## config.mk

```make
export PLATFORM = sky130hd
export DESIGN_NAME = modpow2q_flat
export DESIGN_NICKNAME = d
export VERILOG_FILES = /design/src/rtl/modpow2q_if.sv /design/src/rtl/modpow2q.sv /design/src/flat_wrapper.sv
export SDC_FILE = /design/constraint.sdc
export NUM_CORES = 1
export LEC_CHECK = 0
export CORE_ASPECT_RATIO = 1.25
export CORE_MARGIN = 1
export CORE_UTILIZATION = 51
export CTS_BUF_LIST = sky130_fd_sc_hd__clkbuf_4
export DETAILED_ROUTE_END_ITERATION = 7
export PLACE_DENSITY = 0.8
export SYNTH_ARGS = -nofsm -noshare
export SYNTH_HDL_FRONTEND = slang
export SYNTH_SLANG_ARGS = --single-unit
```

## constraint.sdc

```tcl
create_clock -name clk -period 2.1 [get_ports clk]
set_input_delay 0.21 -clock clk [delete_from_list [all_inputs] [get_ports clk]]
set_output_delay 0.21 -clock clk [all_outputs]
set_load 0.02 [all_outputs]
```

## src/rtl/modpow2q_if.sv

```systemverilog
// Operand/result handshake bundle for modpow2q. The master modport drives operands and out_ready.
// The slave modport is the scaler, which returns b with in_ready and out_valid.
interface modpow2q_if #(
   parameter int WIDTH = 12,
   parameter int NW    = 4
);
   logic             in_valid;
   logic             in_ready;
   logic [WIDTH-1:0] a;
   logic [NW-1:0]    n;
   logic             out_valid;
   logic             out_ready;
   logic [WIDTH-1:0] b;

   modport master (
      output in_valid, a, n, out_ready,
      input  in_ready, out_valid, b
   );

   modport slave (
      input  in_valid, a, n, out_ready,
      output in_ready, out_valid, b
   );
endinterface

```

## src/rtl/modpow2q.sv

```systemverilog
// Computes b = a*2^n mod Q, one doubling per clock; out_valid rises n+1 cycles after accept.
// The result is held in DONE until out_ready; in_ready is high only in IDLE.
module modpow2q #(
   parameter int WIDTH = 12,
   parameter int Q     = 3329,
   parameter int NW    = 4
) (
   input  logic      clk,
   input  logic      rst,
   modpow2q_if.slave bus
);
   typedef enum logic [1:0] {S_IDLE, S_REDUCE, S_DOUBLE, S_DONE} state_t;

   localparam logic [WIDTH:0]  QX      = Q[WIDTH:0];
   localparam logic [NW-1:0]   CNT_ONE = {{(NW-1){1'b0}}, 1'b1};

   state_t           r_state;
   state_t           w_state_nxt;
   logic [WIDTH:0]   r_x;
   logic [WIDTH:0]   w_x_nxt;
   logic [WIDTH:0]   w_t;
   logic [NW-1:0]    r_cnt;
   logic [NW-1:0]    w_cnt_nxt;
   logic [WIDTH-1:0] r_b;
   logic             w_load_b;

   always_ff @(posedge clk or posedge rst) begin
      if (rst) begin
         r_state <= S_IDLE;
      end else begin
         r_state <= w_state_nxt;
      end
   end

   always_comb begin
      w_state_nxt = r_state;
      case (r_state)
         S_IDLE:   if (bus.in_valid) w_state_nxt = S_REDUCE;
         S_REDUCE: w_state_nxt = (r_cnt == '0) ? S_DONE : S_DOUBLE;
         S_DOUBLE: if (r_cnt == CNT_ONE) w_state_nxt = S_DONE;
         S_DONE:   if (bus.out_ready) w_state_nxt = S_IDLE;
         default:  w_state_nxt = S_IDLE;
      endcase
   end

   always_comb begin
      bus.in_ready  = (r_state == S_IDLE);
      bus.out_valid = (r_state == S_DONE);
   end

   assign bus.b = r_b;

   // x < Q before a doubling, so the top bit is free and 2x fits in WIDTH+1 bits.
   always_comb begin
      w_t       = {r_x[WIDTH-1:0], 1'b0};
      w_x_nxt   = r_x;
      w_cnt_nxt = r_cnt;
      case (r_state)
         S_IDLE: begin
            if (bus.in_valid) begin
               w_x_nxt   = {1'b0, bus.a};
               w_cnt_nxt = bus.n;
            end
         end
         S_REDUCE: w_x_nxt = (r_x >= QX) ? (r_x - QX) : r_x;
         S_DOUBLE: begin
            w_x_nxt   = (w_t >= QX) ? (w_t - QX) : w_t;
            w_cnt_nxt = r_cnt - CNT_ONE;
         end
         default: ;
      endcase
   end

   assign w_load_b = (w_state_nxt == S_DONE) && (r_state != S_DONE);

   always_ff @(posedge clk or posedge rst) begin
      if (rst) begin
         r_x   <= '0;
         r_cnt <= '0;
         r_b   <= '0;
      end else begin
         r_x   <= w_x_nxt;
         r_cnt <= w_cnt_nxt;
         if (w_load_b) begin
            r_b <= w_x_nxt[WIDTH-1:0];
         end
      end
   end
endmodule

```

## src/flat_wrapper.sv

```systemverilog
// flat-port wrapper written by rule: the top's interface ports become plain ports
module modpow2q_flat 
#(
   parameter int WIDTH = 12,
   parameter int Q     = 3329,
   parameter int NW    = 4
)
  (clk, rst, bus_in_valid, bus_a, bus_n, bus_out_ready, bus_in_ready, bus_out_valid, bus_b);
  modpow2q_if #(.WIDTH(WIDTH), .NW(NW)) bus_i ();
  input  logic clk;
  input  logic rst;
  input wire logic [$bits(bus_i.in_valid)-1:0] bus_in_valid;
  input wire logic [$bits(bus_i.a)-1:0] bus_a;
  input wire logic [$bits(bus_i.n)-1:0] bus_n;
  input wire logic [$bits(bus_i.out_ready)-1:0] bus_out_ready;
  output wire logic [$bits(bus_i.in_ready)-1:0] bus_in_ready;
  output wire logic [$bits(bus_i.out_valid)-1:0] bus_out_valid;
  output wire logic [$bits(bus_i.b)-1:0] bus_b;
  assign bus_i.in_valid = bus_in_valid;
  assign bus_i.a = bus_a;
  assign bus_i.n = bus_n;
  assign bus_i.out_ready = bus_out_ready;
  assign bus_in_ready = bus_i.in_ready;
  assign bus_out_valid = bus_i.out_valid;
  assign bus_b = bus_i.b;
  modpow2q #(.WIDTH(WIDTH), .Q(Q), .NW(NW)) u_core (.clk(clk), .rst(rst), .bus(bus_i));
endmodule
```

### Word level (Yosys, flattened, before mapping)

Index checks and enable logic that the tools add are counted.

| storage, ports and cells | value |
|---|---|
| bits in registers | 31 |
| bits of input ports | 20 |
| output and inout port bits | 14 |
| word-level logic and storage cells | 36 |

| cells by class | value |
|---|---|
| $add $sub $neg | 3 |
| order comparisons | 2 |
| equal/unequal tests | 8 |
| multiplexer cells | 11 |
| reductions and logical operators | 7 |

Operators with widths:

| cell | number |
|---|---|
| 13-bit 2-to-1 mux | 3 |
| 13-bit one-hot mux with 3 select lines | 1 |
| 13-bit by 12-bit greater-or-equal comparator with 1-bit output (second input constant) | 2 |
| 13-bit by 12-bit subtractor with 13-bit output (second input constant) | 2 |
| 2-bit one-hot mux with 4 select lines | 1 |
| 4-bit one-hot mux with 2 select lines | 1 |
| 2-bit equality test (second input constant) | 3 |
| 2-bit 2-to-1 mux | 3 |
| 4-bit by 1-bit equality test with 1-bit output (second input constant) | 1 |
| 4-bit logical NOT | 1 |
| 4-bit 2-to-1 mux | 1 |
| 2-bit inequality test (second input constant) | 2 |
| 4-bit by 1-bit subtractor with 4-bit output (second input constant) | 1 |
| 3-bit AND reduction | 1 |
| 3-bit nonzero test | 1 |
| 2-bit by 1-bit equality test with 1-bit output (second input constant) | 1 |
| 2-bit logical NOT | 1 |
| 2-bit by 1-bit inequality test with 1-bit output (second input constant) | 1 |
| 2-bit AND reduction | 1 |
| 2-bit nonzero test | 1 |
| 1-bit logical AND | 1 |
| 1-bit 2-to-1 mux | 1 |

### Depth between registers and ports, before layout

Gate-level depths: netlist of run 1.

| logic depth | value |
|---|---|
| depth in word-level cells | 5 |
| mapped depth | 8 |
| gate-level depth less buffers | 7 |

### Worst setup path after synthesis of run 1

OpenSTA, ideal clock, no wires.

| path | value |
|---|---|
| kind | register -> register |
| from | register u_core.r_x[0] |
| to | register u_core.r_b[6] (netlist: u_core.bus.b[6]) |
| library setup time | 82 ps |
| data arrival time | 2192 ps |
| data required time | 2018 ps |
| slack | -174 ps |
| stages on the path, launching flop included | 8 |
| buffers on the path | 1 |
| period minus slack after synthesis | 2274 ps |
| cell sequence | dfrtp_1 inv_1 ha_1 or4b_1 buf_4 a2111oi_2 mux2_2 a31oi_1 |

| on the way | value |
|---|---|
| longest elaborated chain between the ends | 3 |
| elaborated cells on any way between the ends | 7 |
| those cells by class | add/sub: 2; order compare: 2; mux: 3 |

RTL lines:

| element | line | text |
|---|---|---|
| start, declared | modpow2q.sv:19 | `logic [WIDTH:0] r_x;` |
| start signal, assigned | modpow2q.sv:82 | `r_x <= w_x_nxt;` |
| 13-bit by 12-bit subtractor with 13-bit output (tied with other cells) | modpow2q.sv:67 | `w_x_nxt = (w_t >= QX) ? (w_t - QX) : w_t;` |
| 13-bit 2-to-1 mux (on tied branches) | modpow2q.sv:67, modpow2q.sv:65 |  |
| 13-bit one-hot mux with 3 select lines (*) | modpow2q.sv:58 | `case (r_state)` |
| end signal, assigned | modpow2q.sv:85 | `r_b <= w_x_nxt[WIDTH-1:0];` |
| end, declared | modpow2q.sv:24 | `logic [WIDTH-1:0] r_b;` |

Every way passes the cells marked *; elsewhere a longest branch is shown, timed or not. The select of a mux whose other input is x is not followed.
A chain may end at the register's enable or synchronous reset.

### Final worst setup path of run 1

| path | value |
|---|---|
| from | register u_core.r_x[1] |
| to | register u_core.r_b[4] (netlist: u_core.bus.b[4]) |

Same word-level chain as after synthesis.

==> results of run 1 <==
[area by class of cell]
cell class	instances	area share (%)
Sequential cell	31	22.5
Timing Repair Buffer	97	23.7
Inverter	13	1.42
Clock inverter	1	0.145
Tap cell	58	2.11
Multi-Input combinational cell	225	48.6
Clock buffer	7	1.52
[final timing paths]
| path | endpoint | cells after the start | from | slack [ns] |
|---|---|---|---|---|
| worst max-delay path | u_core.bus.b[4] | 7 | u_core.r_x[1] | -0.09 |
| worst min register to register | u_core.bus.b[11] | 2 | u_core.bus.b[11] | 0.52 |
| worst max register to register | u_core.bus.b[4] | 7 | u_core.r_x[1] | -0.09 |
| max in group asynchronous | u_core.r_state[0] | 3 | rst | 1.52 |
| min in group clk | u_core.r_cnt[2] | 3 | bus_n[2] | 0.42 |
| worst min-delay path | u_core.bus.b[1] | 3 | rst | 0.24 |
[cells in the mapped netlist, drive strengths merged (2+ instances only)]
cell     instances  share of area [%]
ha               5                2.6
a22oi            5                1.5
or4              4                1.2
o21ai           13                2.7
nand3            5                1.0
and2             4                1.0
nor4b            2               0.98
xor2             3                1.1
a2111oi          3                1.3
nor4             3               0.77
xnor2            2               0.72
clkbuf          15                2.3
a31oi           11                2.8
nor2            29                4.5
mux2             5                2.5
nand2           27                4.2
a311oi           2               0.72
or3              2               0.51
a211oi           5                1.8
a21o             5                1.5
o31ai            6                2.4
a21oi           20                4.1
o21a             3               0.93
o211ai           7                2.2
nor3             7                1.4
nand2b           3               0.77
dfrtp           31                 32
mux2i            5                2.1
a211o            2               0.72
a31o             2               0.72
inv             13                2.0
o221ai           5                1.8
buf              8                1.9
nor2b            4                1.0
a221oi           3                1.3
o22ai            4                1.6
[routing by layer]
metal	global-route usage (%)	routed length, um	vias to the layer above
met3	6.18	745	49
met2	56.3	4150	179
li1	-	-	1266
met4	20.9	428	0
met1	42.4	3430	1329
met5	0	0	-
[cell families (layout without fill, tap and decap cells)]
family / count (synthesis) / count (layout)
multiplexers: 10 / 10
adder cells (fa/ha/maj): 5 / 5
AND/OR/NAND/NOR: 97 / 97
XOR/XNOR: 5 / 5
buffers and inverters: 36 / 118
AO/OA/AOI/OAI: 108 / 108
flip-flops: 31 / 31
[state kept, by name, indices dropped and copies added, names as in the netlist]
register and flops:
u_core.r_state 2, u_core.r_cnt 4, u_core.bus.b 12, u_core.r_x 13
[power breakdown]
part | total (mW) | switching (mW) | internal, mW
clock | 0.381 | 0.225 | 0.156
sequential | 1.21 | 0.316 | 0.897
combinational | 4.39 | 2.39 | 2.00
total | 5.98 | 2.93 | 3.05
[tightest hold or removal path: cells and delay by family]
| kind | cells | cell delay (ns) |
|---|---|---|
| buffers and inverters | 3 | 0.82 |
[cells in the final DEF, fill, tap and decap left out, drive strengths merged, types with 6 or more instances in the layout]
cell type      instances
a21oi                 20
a31oi                 11
buf                   64
clkbuf                 7
clkdlybuf4s50         32
dfrtp                 31
inv                   13
nand2                 27
nor2                  29
nor3                   7
o211ai                 7
o21ai                 13
o31ai                  6
[metrics by stage]
stage	cells	utilization (%)	cell area (sq um)	hold WS [ns]	TNS (ns)
after detailed placement	418	71.4	3210	0.497	-0.315
after global placement	418	71.4	3210	0.467	-0.0206
after CTS	427	73.3	3290	0.264	-0.320
after global routing	432	76.7	3450	0.288	-1.12
final	432	76.7	3450	0.242	-0.386
after floorplan	292	-	2480	0.297	-0.226
[timing repair]
action | 4_1_cts | 5_1_grt
setup endpoints to repair | 18 | 23
buffers inserted | 1 | 5
pin swaps | 8 | 11
resized for setup | 4 | 27
==> key figures, run 1 <==
GRT
  – Number of global-route vias before repair: 2706
  – Initial antenna violation count: 0
  – Global route overflow: 0
  – Largest net degree at the start of global routing: 32
  – First-pass GRT wire length: 13200 um
  – GR Util All Layers: 34.7%

STA
  – Fraction of the cycle the final worst path needs: 105%
  – Min cycle time layout: 2.19 ns
  – Worst Skew: 0.0202 ns
  – Final Hold Viols: 0
  – Tightest Pin Transition: 0.529 ns
  – Max-slew violations: 0
  – Slew HR: 64.8%
  – Worst Slack Setup Final: -0.0947 ns
  – Final Setup Violations: 8
  – Unrepaired setup endpoints after global routing: yes
  – Fmax: 456 MHz

Setup path
  – Crit Path Max Fanout: 7
  – Worst setup SP type: flip-flop
  – CP bufs+invs: 1
  – CP arrival: 2.42 ns
  – Critical path's top delay family: compound AO/OA/AOI/OAI gates
  – CP Capture Type: flip-flop
  – Max stage delay cell, worst path: or4b_4
  – Largest stage delay on the critical path: 0.55 ns
  – Worst setup path class: reg2reg
  – Worst path cell trace: inv_2 > ha_4 > or4b_4 > o221ai_1 > xnor2_1 > a221oi_1 > a31oi_1
  – WP data required: 2.32 ns

Yosys
  – Multiplexer share of the synthesized area: 4.53%
  – Post-Synth Simple-Gate Area: 19.8%
  – Xor/xnor share of the synthesized area: 1.80%
  – Mapped Cells: 292
  – Register area share after synthesis: 31.9%
  – Ys async rst share: 100%
  – Ys Warns: 0
  – Adder-cell area share of the yosys netlist: 2.57%
  – Complex-gate fraction of the synthesized area: 33.2%
  – Post-Syn Area: 2430 sq um
  – Post-synth EDFFs: 0
  – Largest family of logic cells by synthesized area: compound AO/OA/AOI/OAI gates
  – Most common flop cell mapped by yosys: dfrtp_1
  – Syn avg cell area: 8.32 sq um
  – Distinct cells, synth: 66
  – #FFs+latches synth: 31
  – Syn Nets: 317

Route
  – DR DRC count: 0
  – Drt pass-1 iters: 6
  – DRT iter0 DRCs: 256
  – WL final: 8750 um
  – Routed Antenna Nets: 0
  – Via count: 2823
  – Routed len/inst: 20.2 um
  – Detailed-route vias per instance: 6.53

Pwr
  – Power Density: 1740 nW/um^2
  – Worst vdd ir: 1.04 mV
  – Total power: 5.98 mW
  – Leak: 1.45 nW

Clocking
  – Sink Count: 31
  – CTS tree: done
  – CTS clock-pin slew for the worst setup and hold paths: 0.12 ns
  – CTS root buffer: clkbuf_4
  – Hold buffers post-CTS: 0
  – Worst-Skew Late Latency: 0.35 ns
  – Max clock buf depth: 2
  – H-tree depth: 2
  – CTS buffer count: 5

Floorplanning
  – Die area: 5050 sq um
  – Die height: 79.2 um
  – Die width: 63.7 um
  – Core ar.: 4490 sq um
  – Initial core utilization: 54.1%
  – Boundary Pins: 34
  – Core Rows: 27

Finish
  – Layout fillers: 335
  – Antenna diode count: 0
  – Synth-to-Final Area Change: 41.9%
  – Multi-input logic area: 1670 sq um
  – FF+latch area: 777 sq um
  – Nets: 398
  – Share of layout cells above drive strength 1: 30.5%

Status
  – Outcome: complete, but fails checks
  – Failing checks: negative setup slack

Placed design
  – Detailed placement HPWL: 6180 um
  – # port buffers: 33
  – Worst slack at placement: -0.0616 ns
  – GP Congestion: 0.995

Job
  – Max cap viols: 0

Worst hold path
  – Worst Hold Class: in2async
Note: power is estimated with default switching activity, not from simulation.
==> run 2: changes to the inputs <==
CORE_MARGIN = not set   (was 1)
REMOVE_ABC_BUFFERS = 1   (was not set)
==> run 2 against run 1 <==
  * The run still ends with negative setup slack left
  * Flip-flop and latch count did not move
  * Setup slack improved by 0.041 ns
  * Largest cell class unchanged
  * Design area rose by 1.7%
  * Clock-buffer cell count fell by 1
  * Largest power group unchanged
==> key figures, run 2 (synthesis results as in run 1) <==
STA
  – Tightest Pin Transition: 0.626 ns (+0.0971 ns)
  – Setup_tns: -0.185 ns (+0.201 ns)
  – Min cycle time layout: 2.15 ns (-0.0415 ns)
  – Fraction of the cycle the final worst path needs: 103% (-2.0 points)
  – Worst Skew: 0.0116 ns (-0.00862 ns)
  – Fmax: 464 MHz (+1.9%)
  – Slew HR: 58.0% (-6.8 points)
  – Final Setup Violations: 5 (-3)
  – Final Hold Viols: 0 (unchanged)
  – Unrepaired setup endpoints after global routing: yes
  – Worst Slack Setup Final: -0.0532 ns (+0.0415 ns)
  – Max-slew violations: 0 (unchanged)

Route
  – DR DRC count: 0 (unchanged)
  – WL final: 8670 um (-0.89%)
  – Via count: 2793 (-1.1%)
  – Detailed-route vias per instance: 6.50 (-0.60%)
  – Drt pass-1 iters: 5 (-1)
  – DRT iter0 DRCs: 240 (-6.3%)
  – Routed Antenna Nets: 0 (unchanged)
  – Routed len/inst: 20.2 um (-0.43%)

GRT
  – GR Util All Layers: 35.7% (+1.1 points)
  – Number of global-route vias before repair: 2709 (+0.11%)
  – Initial antenna violation count: 0 (unchanged)
  – First-pass GRT wire length: 13500 um (+2.0%)
  – Global route overflow: 0 (unchanged)
  – Largest net degree at the start of global routing: 32 (unchanged)

Floorplanning
  – Die height: 79.2 um (unchanged)
  – Core ar.: 4490 sq um (unchanged)
  – Boundary Pins: 34 (unchanged)
  – Die area: 5050 sq um (unchanged)
  – Core Rows: 27 (unchanged)
  – Die width: 63.7 um (unchanged)
  – Initial core utilization: 54.1% (unchanged)

Status
  – Failing checks: negative setup slack
  – Outcome: complete, but fails checks

Setup path
  – Worst setup path class: reg2reg
  – Worst path cell trace: inv_2 > ha_4 > or4b_4 > buf_6 > o22ai_4 > mux2i_2 > a21oi_1 > o31ai_1
  – WP data required: 2.35 ns (+0.03 ns)
  – CP Capture Type: flip-flop
  – Crit path from: u_core.r_x[0]
  – Crit Path Max Fanout: 4 (-3)
  – R2r startpoint: u_core.r_x[0]
  – Max stage delay cell, worst path: or4b_4
  – Critical path's top delay family: simple AND/OR/NAND/NOR gates
  – Worst setup SP type: flip-flop
  – Largest stage delay on the critical path: 0.51 ns (-0.04 ns)
  – CP arrival: 2.41 ns (about the same)
  – CP bufs+invs: 2 (+1)

Clocking
  – CTS tree: done
  – Sink Count: 31 (unchanged)
  – CTS root buffer: clkbuf_4
  – CTS clock-pin slew for the worst setup and hold paths: 0.10 ns (-0.02 ns)
  – CTS buffer count: 5 (unchanged)
  – Max clock buf depth: 2 (unchanged)
  – H-tree depth: 2 (unchanged)
  – Hold buffers post-CTS: 0 (unchanged)
  – Worst-Skew Late Latency: 0.34 ns (about the same)

Pwr
  – NetSw: 2.94 mW (+0.45%)
  – Sw frac: 49.1% (+0.13 points)
  – Leak: 1.45 nW (about the same)
  – Power Internal: 3.05 mW (about the same)
  – Clock power share: 5.9% (-0.5 points)
  – Total power: 5.99 mW (+0.18%)
  – Comb power frac: 73.5% (+0.2 points)
  – Worst vdd ir: 0.947 mV (-8.6%)
  – Power Density: 1710 nW/um^2 (-1.5%)
  – Sequential fraction of design power: 20.6% (+0.3 points)

Finish
  – Most frequent cells in the layout: buf_4 (58), clkdlybuf4s50_1 (31), nor2_1 (29)
  – Antenna diode count: 0 (unchanged)
  – Biggest register: u_core.r_x
  – Number of flip-flops under the largest register name: 13 (unchanged)
  – Leading cell type in the layout, fill and taps excluded: buf_4
  – Nets: 396 (-0.50%)
  – Share of layout cells above drive strength 1: 32.8% (+2.3 points)
  – Synth-to-Final Area Change: 44.2%

Placed design
  – GP Congestion: 1.02 (+2.3%)
  – # port buffers: 33 (unchanged)
  – Detailed placement HPWL: 6190 um (+0.26%)

Worst hold path
  – Worst Hold Class: in2async

Job
  – Max cap viols: 0 (unchanged)
==> run 2: stage by stage <==
step | utilization [%] | setup WS (ns) | hold WS, ns | std cells | cell area [sq um]
2_1_floorplan | - | -0.319 | 0.297 | 269 | 2330
3_3_place_gp | 69.8 | -0.106 | 0.467 | 414 | 3140
3_5_place_dp | 69.8 | -0.149 | 0.477 | 414 | 3140
4_1_cts | 73.6 | -0.0401 | 0.257 | 424 | 3310
5_1_grt | 78.0 | -0.132 | 0.297 | 430 | 3500
6_report | 78.0 | -0.0532 | 0.245 | 430 | 3500
==> run 2: final timing paths <==
kind,cells past startpoint,slack (ns),endpoint
max,8,-0.05,u_core.bus.b[3]
min,3,0.25,u_core.r_cnt[2]
max reg2reg,8,-0.05,u_core.bus.b[3]
min reg2reg,2,0.50,u_core.bus.b[11]
max in group asynchronous,3,1.53,u_core.r_x[11]
min in group clk,3,0.42,u_core.r_cnt[2]
==> run 2: what timing repair did <==
action | CTS | global route
setup endpoints to repair | 24 | 25
pin swaps | 7 | 16
setup buffers | 2 | 6
resized for setup | 22 | 37
==> run 2: worst register-to-register path: cells and delay by family, from the launching register on <==
kind,cells,cell delay (ns)
flip-flops,1,0.40
multiplexers,1,0.29
AND/OR/NAND/NOR,1,0.51
buffers and inverters,2,0.25
adder cells (fa/ha/maj),1,0.13
AO/OA/AOI/OAI,3,0.49
==> run 2: power by group through the flow <==
stage,Combinational (mW),Sequential [mW],Clock [mW]
6_report,4.40,1.24,0.352
3_5_place_dp,3.71,1.21,0
4_1_cts,3.93,1.21,0.358
2_1_floorplan,1.85,1.45,0
5_1_grt,4.72,1.26,0.378
3_3_place_gp,3.65,1.20,0
==> run 2: layout make-up <==
type,instances,area [sq um]
well taps,58,72.6
inverters,13,48.8
flip-flops and latches,31,782
repair buffers,95,812
clock inverters,2,7.51
multi-input cells,225,1740
fillers,312,988
clock buffers,6,45.0
==> run 2: metal layers <==
metal	up-vias	track usage [%]	wire [um]
met5	-	0	0
met1	1328	41.5	3320
met4	0	19.8	471
met3	42	5.89	596
li1	1283	-	-
met2	140	61.8	4280
==> patch 1, RTL diff (flow settings as in run 1) <==
`NW` is set to 4 in 3 places; all go to 5.
--- a/src/rtl/modpow2q_if.sv
+++ b/src/rtl/modpow2q_if.sv
@@ -2,7 +2,7 @@
 // The slave modport is the scaler, which returns b with in_ready and out_valid.
 interface modpow2q_if #(
    parameter int WIDTH = 12,
-   parameter int NW    = 4
+   parameter int NW    = 5
 );
    logic             in_valid;
    logic             in_ready;
--- a/src/rtl/modpow2q.sv
+++ b/src/rtl/modpow2q.sv
@@ -3,7 +3,7 @@
 module modpow2q #(
    parameter int WIDTH = 12,
    parameter int Q     = 3329,
-   parameter int NW    = 4
+   parameter int NW    = 5
 ) (
    input  logic      clk,
    input  logic      rst,
--- a/src/flat_wrapper.sv
+++ b/src/flat_wrapper.sv
@@ -3,7 +3,7 @@
 #(
    parameter int WIDTH = 12,
    parameter int Q     = 3329,
-   parameter int NW    = 4
+   parameter int NW    = 5
 )
   (clk, rst, bus_in_valid, bus_a, bus_n, bus_out_ready, bus_in_ready, bus_out_valid, bus_b);
   modpow2q_if #(.WIDTH(WIDTH), .NW(NW)) bus_i ();
Interface: changed (resized bus_n); port bits go from 34 to 35. No check against the original RTL was run, so the function may have changed too.
==> patch 1 against run 1 <==
The run still ends with setup timing left. Cell count fell by 2.8%. Area after synthesis fell by 3.9%. Final area fell by 0.15%. Sequential cell count rose by 1. Synthesized cell count fell by 8.9%. Largest cell class unchanged. Critical endpoint is now u_core.bus.b[2]. Wire length fell by 11%. Non-clock buffer count rose by 10. Total power fell by 2.7%. Highest routed layer unchanged. Critical path type unchanged. Setup slack improved by 20 ps.
==> patch 1: results (changes against run 1) <==
failing checks setup timing (unchanged); routed wire length 7760 µm (was 8750 µm); drt first-iter violations 194 (was 256); status complete, but fails checks (unchanged); I/O Buffers 34 (was 33); Cells after Synth 266 (was 292); Fin Setup TNS -165 ps (was -386 ps); Post-Layout Cell Count 420 (was 432); worst slew pin tran 422 ps (was 529 ps); top post-synthesis cells by area dfrtp_1 34%, nor2_1 5.1%, o21ai_0 3.4% (was dfrtp_1 32%, nor2_1 4.5%, nand2_1 4.2%); post-synthesis compound-gate area fraction 0.273 (was 0.332); XOR/XNOR share of the synthesized area 0.0413 (was 0.0180); gpl congestion 0.946 (was 0.995); setup ws final -74.4 ps (was -94.7 ps); detailed placement HPWL 5450 µm (was 6180 µm); adder-cell share of the synthesized area 0.0268 (was 0.0257); 1st-pass router iterations 4 (was 6); largest net degree at the start of global routing 33 (was 32); cts repair resizes 17 (was 4); first-pass GRT wire length 12,300 µm (was 13,200 µm); sequential-to-total area share from yosys stat 0.343 (was 0.319); CP startpoint u_core.r_x[10] (was u_core.r_x[1]); Post-Route Skew 9.80 ps (was 20.2 ps); vias in the first global route 2,548 (was 2,706); Final setup viols 4 (was 8); WHS 231 ps (was 242 ps); placed insts 398 (was 418); layout cell share with drive strength beyond 1 0.343 (was 0.305); global-route total usage across every layer 0.331 (was 0.347)
[patch 1: cell types whose count changed after synthesis, moves of 4 or more]
cell / delta
a21o_1: -4
clkbuf_1: -4
buf_2: +5
inv_1: -4
nand2_1: -9
a21oi_1: -9
xnor2_1: +4
o21ai_0: +5
o31ai_1: -5
[patch 1: area by class of cell]
cell class	instances	area [µm²]	share of cell area
multi-input cells	206	1540	0.447
repair buffers	107	915	0.266
flip-flops and latches	32	806	0.234
well taps	58	72.6	0.0211
clock buffers	5	37.5	0.0109
clock inverters	3	37.5	0.0109
inverters	9	33.8	0.00981
[patch 1: kinds of logic after synthesis]
| kind of cell | count (synthesis) |
|---|---|
| AO/OA/AOI/OAI | 88 |
| buffers and inverters | 28 |
| multiplexers | 11 |
| XOR/XNOR | 11 |
| adder cells (fa/ha/maj) | 5 |
| flip-flops | 32 |
| AND/OR/NAND/NOR | 91 |
[patch 1: worst paths after layout]
check | end | cells past startpoint
setup / recovery | u_core.bus.b[2] | 6
hold / removal | u_core.r_x[3] | 3
setup reg to reg | u_core.bus.b[2] | 6
hold reg to reg | u_core.bus.b[4] | 1
max in group asynchronous | u_core.r_state[0] | 3
min in group clk | u_core.r_state[1] | 2
[patch 1: power by group]
part	total, mW	switching, mW	internal (mW)
logic	4.05	2.05	2.01
clock network	0.478	0.235	0.243
registers	1.29	0.375	0.912
total	5.82	2.66	3.16
[patch 1: metal layers]
metal	vias to the layer above	wire length, µm	global-route usage
li1	1195	-	-
met1	1285	3280	0.410
met2	127	3650	0.537
met3	39	409	0.0544
met4	0	415	0.198
met5	-	0	0
[patch 1: stage by stage]
stage                      util  area (µm²)
after floorplan               -        2370
after global placement    0.718        3150
after detailed placement  0.718        3150
after CTS                 0.764        3360
after global routing      0.784        3440
final                     0.784        3440
==> patch 2, RTL diff (config.mk and constraints of run 1) <==
Without the edit above. Reset style: synchronous (`rst`), changed in 2 clocked blocks.
--- a/src/rtl/modpow2q.sv
+++ b/src/rtl/modpow2q.sv
@@ -24,7 +24,7 @@
    logic [WIDTH-1:0] r_b;
    logic             w_load_b;
 
-   always_ff @(posedge clk or posedge rst) begin
+   always_ff @(posedge clk) begin
       if (rst) begin
          r_state <= S_IDLE;
       end else begin
@@ -73,7 +73,7 @@
 
    assign w_load_b = (w_state_nxt == S_DONE) && (r_state != S_DONE);
 
-   always_ff @(posedge clk or posedge rst) begin
+   always_ff @(posedge clk) begin
       if (rst) begin
          r_x   <= '0;
          r_cnt <= '0;
Function: differs if rst is asserted again (counterexample within 4 cycles, from zero or initial values and one cycle with rst high); with rst held inactive, the same outputs for 10 cycles.
==> patch 2 against run 1 <==
Largest cell class unchanged. Area after synthesis decreased by 8.5%. Final area decreased by 1.4%. Sequential cell count unchanged. Cell count up 0.69%. The run still ends with setup timing left. Wire length fell by 6.9%. Critical path type unchanged. Core utilization up 5.5 points. Critical endpoint is now u_core.bus.b[10]. Setup slack got worse by 83 ps.
Power is not compared: it rests on default switching activity, and its combinational part moved more than twofold at a synthesized area within 25%.
==> patch 2: results (changes against run 1) <==
initial antenna violation count 0 (unchanged); Yosys cell types 64 (was 66); multiplexer area fraction after synthesis 0.0388 (was 0.0453); worst hold path type primary input to flop (was primary input to asynchronous set/reset pin); Clk Latency, worst-skew pair 350 ps (about the same); XOR/XNOR share of the synthesized area 0.0276 (was 0.0180); post-synthesis compound-gate area fraction 0.331 (was 0.332); layout cell share with drive strength beyond 1 0.383 (was 0.305); Post-Route Skew 9.92 ps (was 20.2 ps); Final setup viols 21 (was 8); status complete, but fails checks (unchanged); critical path arrival 2550 ps (was 2420 ps); Max FO, Critical Path 5 (was 7); routed wire length 8140 µm (was 8750 µm); Yosys warning count 0 (unchanged); vias 2,670 (was 2,823); P_int 1.37 mW; vias in the first global route 2,507 (was 2,706); root buffer cell clkbuf_4 (unchanged); first-pass GRT wire length 12,300 µm (was 13,200 µm); fillcell total 285 (was 335); setup ws final -178 ps (was -94.7 ps); async set-or-reset flop fraction in the synthesized netlist 0 (was 1.00); Largest register FFs 13 (unchanged); drt first-iter violations 228 (was 256); sequential-to-total area share from yosys stat 0.279 (was 0.319); Post-layout nets 404 (was 398); largest net degree at the start of global routing 25 (was 32); critical path's largest stage delay 510 ps (was 550 ps); detailed placement HPWL 6150 µm (was 6180 µm); syn nets 310 (was 317); critical path's top delay family compound AO/OA/AOI/OAI gates (unchanged); failing checks setup timing (unchanged); ys flop type dfxtp_1 (was dfrtp_1); placed insts 416 (was 418); global-route total usage across every layer 0.376 (was 0.347); htree depth 2 (unchanged); Cells after Synth 285 (was 292); Synth top cells by count 46 x nor2_1, 31 x dfxtp_1, 20 x nand2_1 (was 31 x dfrtp_1, 29 x nor2_1, 27 x nand2_1); worst slack, placed -235 ps (was -61.6 ps); Startpoint Class flop (unchanged); Reg with most FFs u_core.r_x (unchanged); 1st-pass router iterations 5 (was 6); worst slew pin tran 528 ps (was 529 ps); top post-synthesis cells by area dfxtp_1 28%, nor2_1 7.8%, a211oi_1 4.1% (was dfrtp_1 32%, nor2_1 4.5%, nand2_1 4.2%); CTS buffer count 5 (unchanged); Clock Tree Buf Depth 2 (unchanged); WL/cell 18.7 µm (was 20.2 µm); adder-cell share of the synthesized area 0.0281 (was 0.0257); gpl congestion 1.00 (was 0.995)
==> patch 2: layer usage <==
| layer | share of wire | wire length, µm | track usage |
|---|---|---|---|
| met2 | 0.51 | 4120 | 0.659 |
| met3 | 0.062 | 501 | 0.0968 |
| met1 | 0.37 | 2990 | 0.390 |
| met4 | 0.066 | 536 | 0.245 |
| met5 | 0 | 0 | 0 |
==> patch 2: final timing paths <==
| kind | from | cells past startpoint | slack, ps | end |
|---|---|---|---|---|
| min reg2reg | u_core.bus.b[5] | 2 | 500 | u_core.bus.b[5] |
| max | u_core.r_x[0] | 9 | -180 | u_core.bus.b[10] |
| min | bus_out_ready | 2 | 470 | u_core.r_state[1] |
| max reg2reg | u_core.r_x[0] | 9 | -180 | u_core.bus.b[10] |
==> patch 2: power groups by stage <==
stage / Clock, mW / Combinational [mW] / Sequential, mW
2_1_floorplan: 0 / 0.544 / 0.743
3_3_place_gp: 0 / 1.01 / 0.729
3_5_place_dp: 0 / 1.02 / 0.732
4_1_cts: 0.349 / 1.14 / 0.722
5_1_grt: 0.380 / 1.28 / 0.734
6_report: 0.342 / 1.20 / 0.727
==> patch 2: worst register-to-register path, cell delays in order, from the launching register on <==
cell and delay, ps:
dfxtp_4 380, inv_4 60, ha_4 140, or4b_4 510
o22ai_4 210, o21ai_0 160, a31oi_1 310, a21oi_2 60
buf_4 160, a211oi_2 200
==> patch 2: through the flow <==
step	TNS [ps]	area [µm²]	util
2_1_floorplan	0	2240	-
3_3_place_gp	-1420	3050	0.739
3_5_place_dp	-2030	3050	0.739
4_1_cts	-1230	3330	0.807
5_1_grt	-3480	3400	0.823
6_report	-1840	3400	0.823
==> patch 2: cell families (layout without fill, tap and decap cells) <==
family | after synthesis | in the layout
simple gates | 102 | 102
compound gates | 98 | 98
buf+inv | 34 | 128
flops | 31 | 31
mux | 8 | 8
xor+xnor | 7 | 7
fa+ha+maj | 5 | 5
==> patch 2: cell type report <==
type	instances	share of cell area
clock buffers	5	0.0110
well taps	56	0.0206
repair buffers	111	0.282
inverters	10	0.0125
multi-input cells	220	0.487
clock inverters	2	0.00258
flip-flops and latches	31	0.184
==> patch 2: timing repair <==
item	4_1_cts	5_1_grt
setup buffers	8	4
pin swaps	19	6
gates resized for setup	42	8
setup endpoints to repair	25	25
hold buffers	0	0
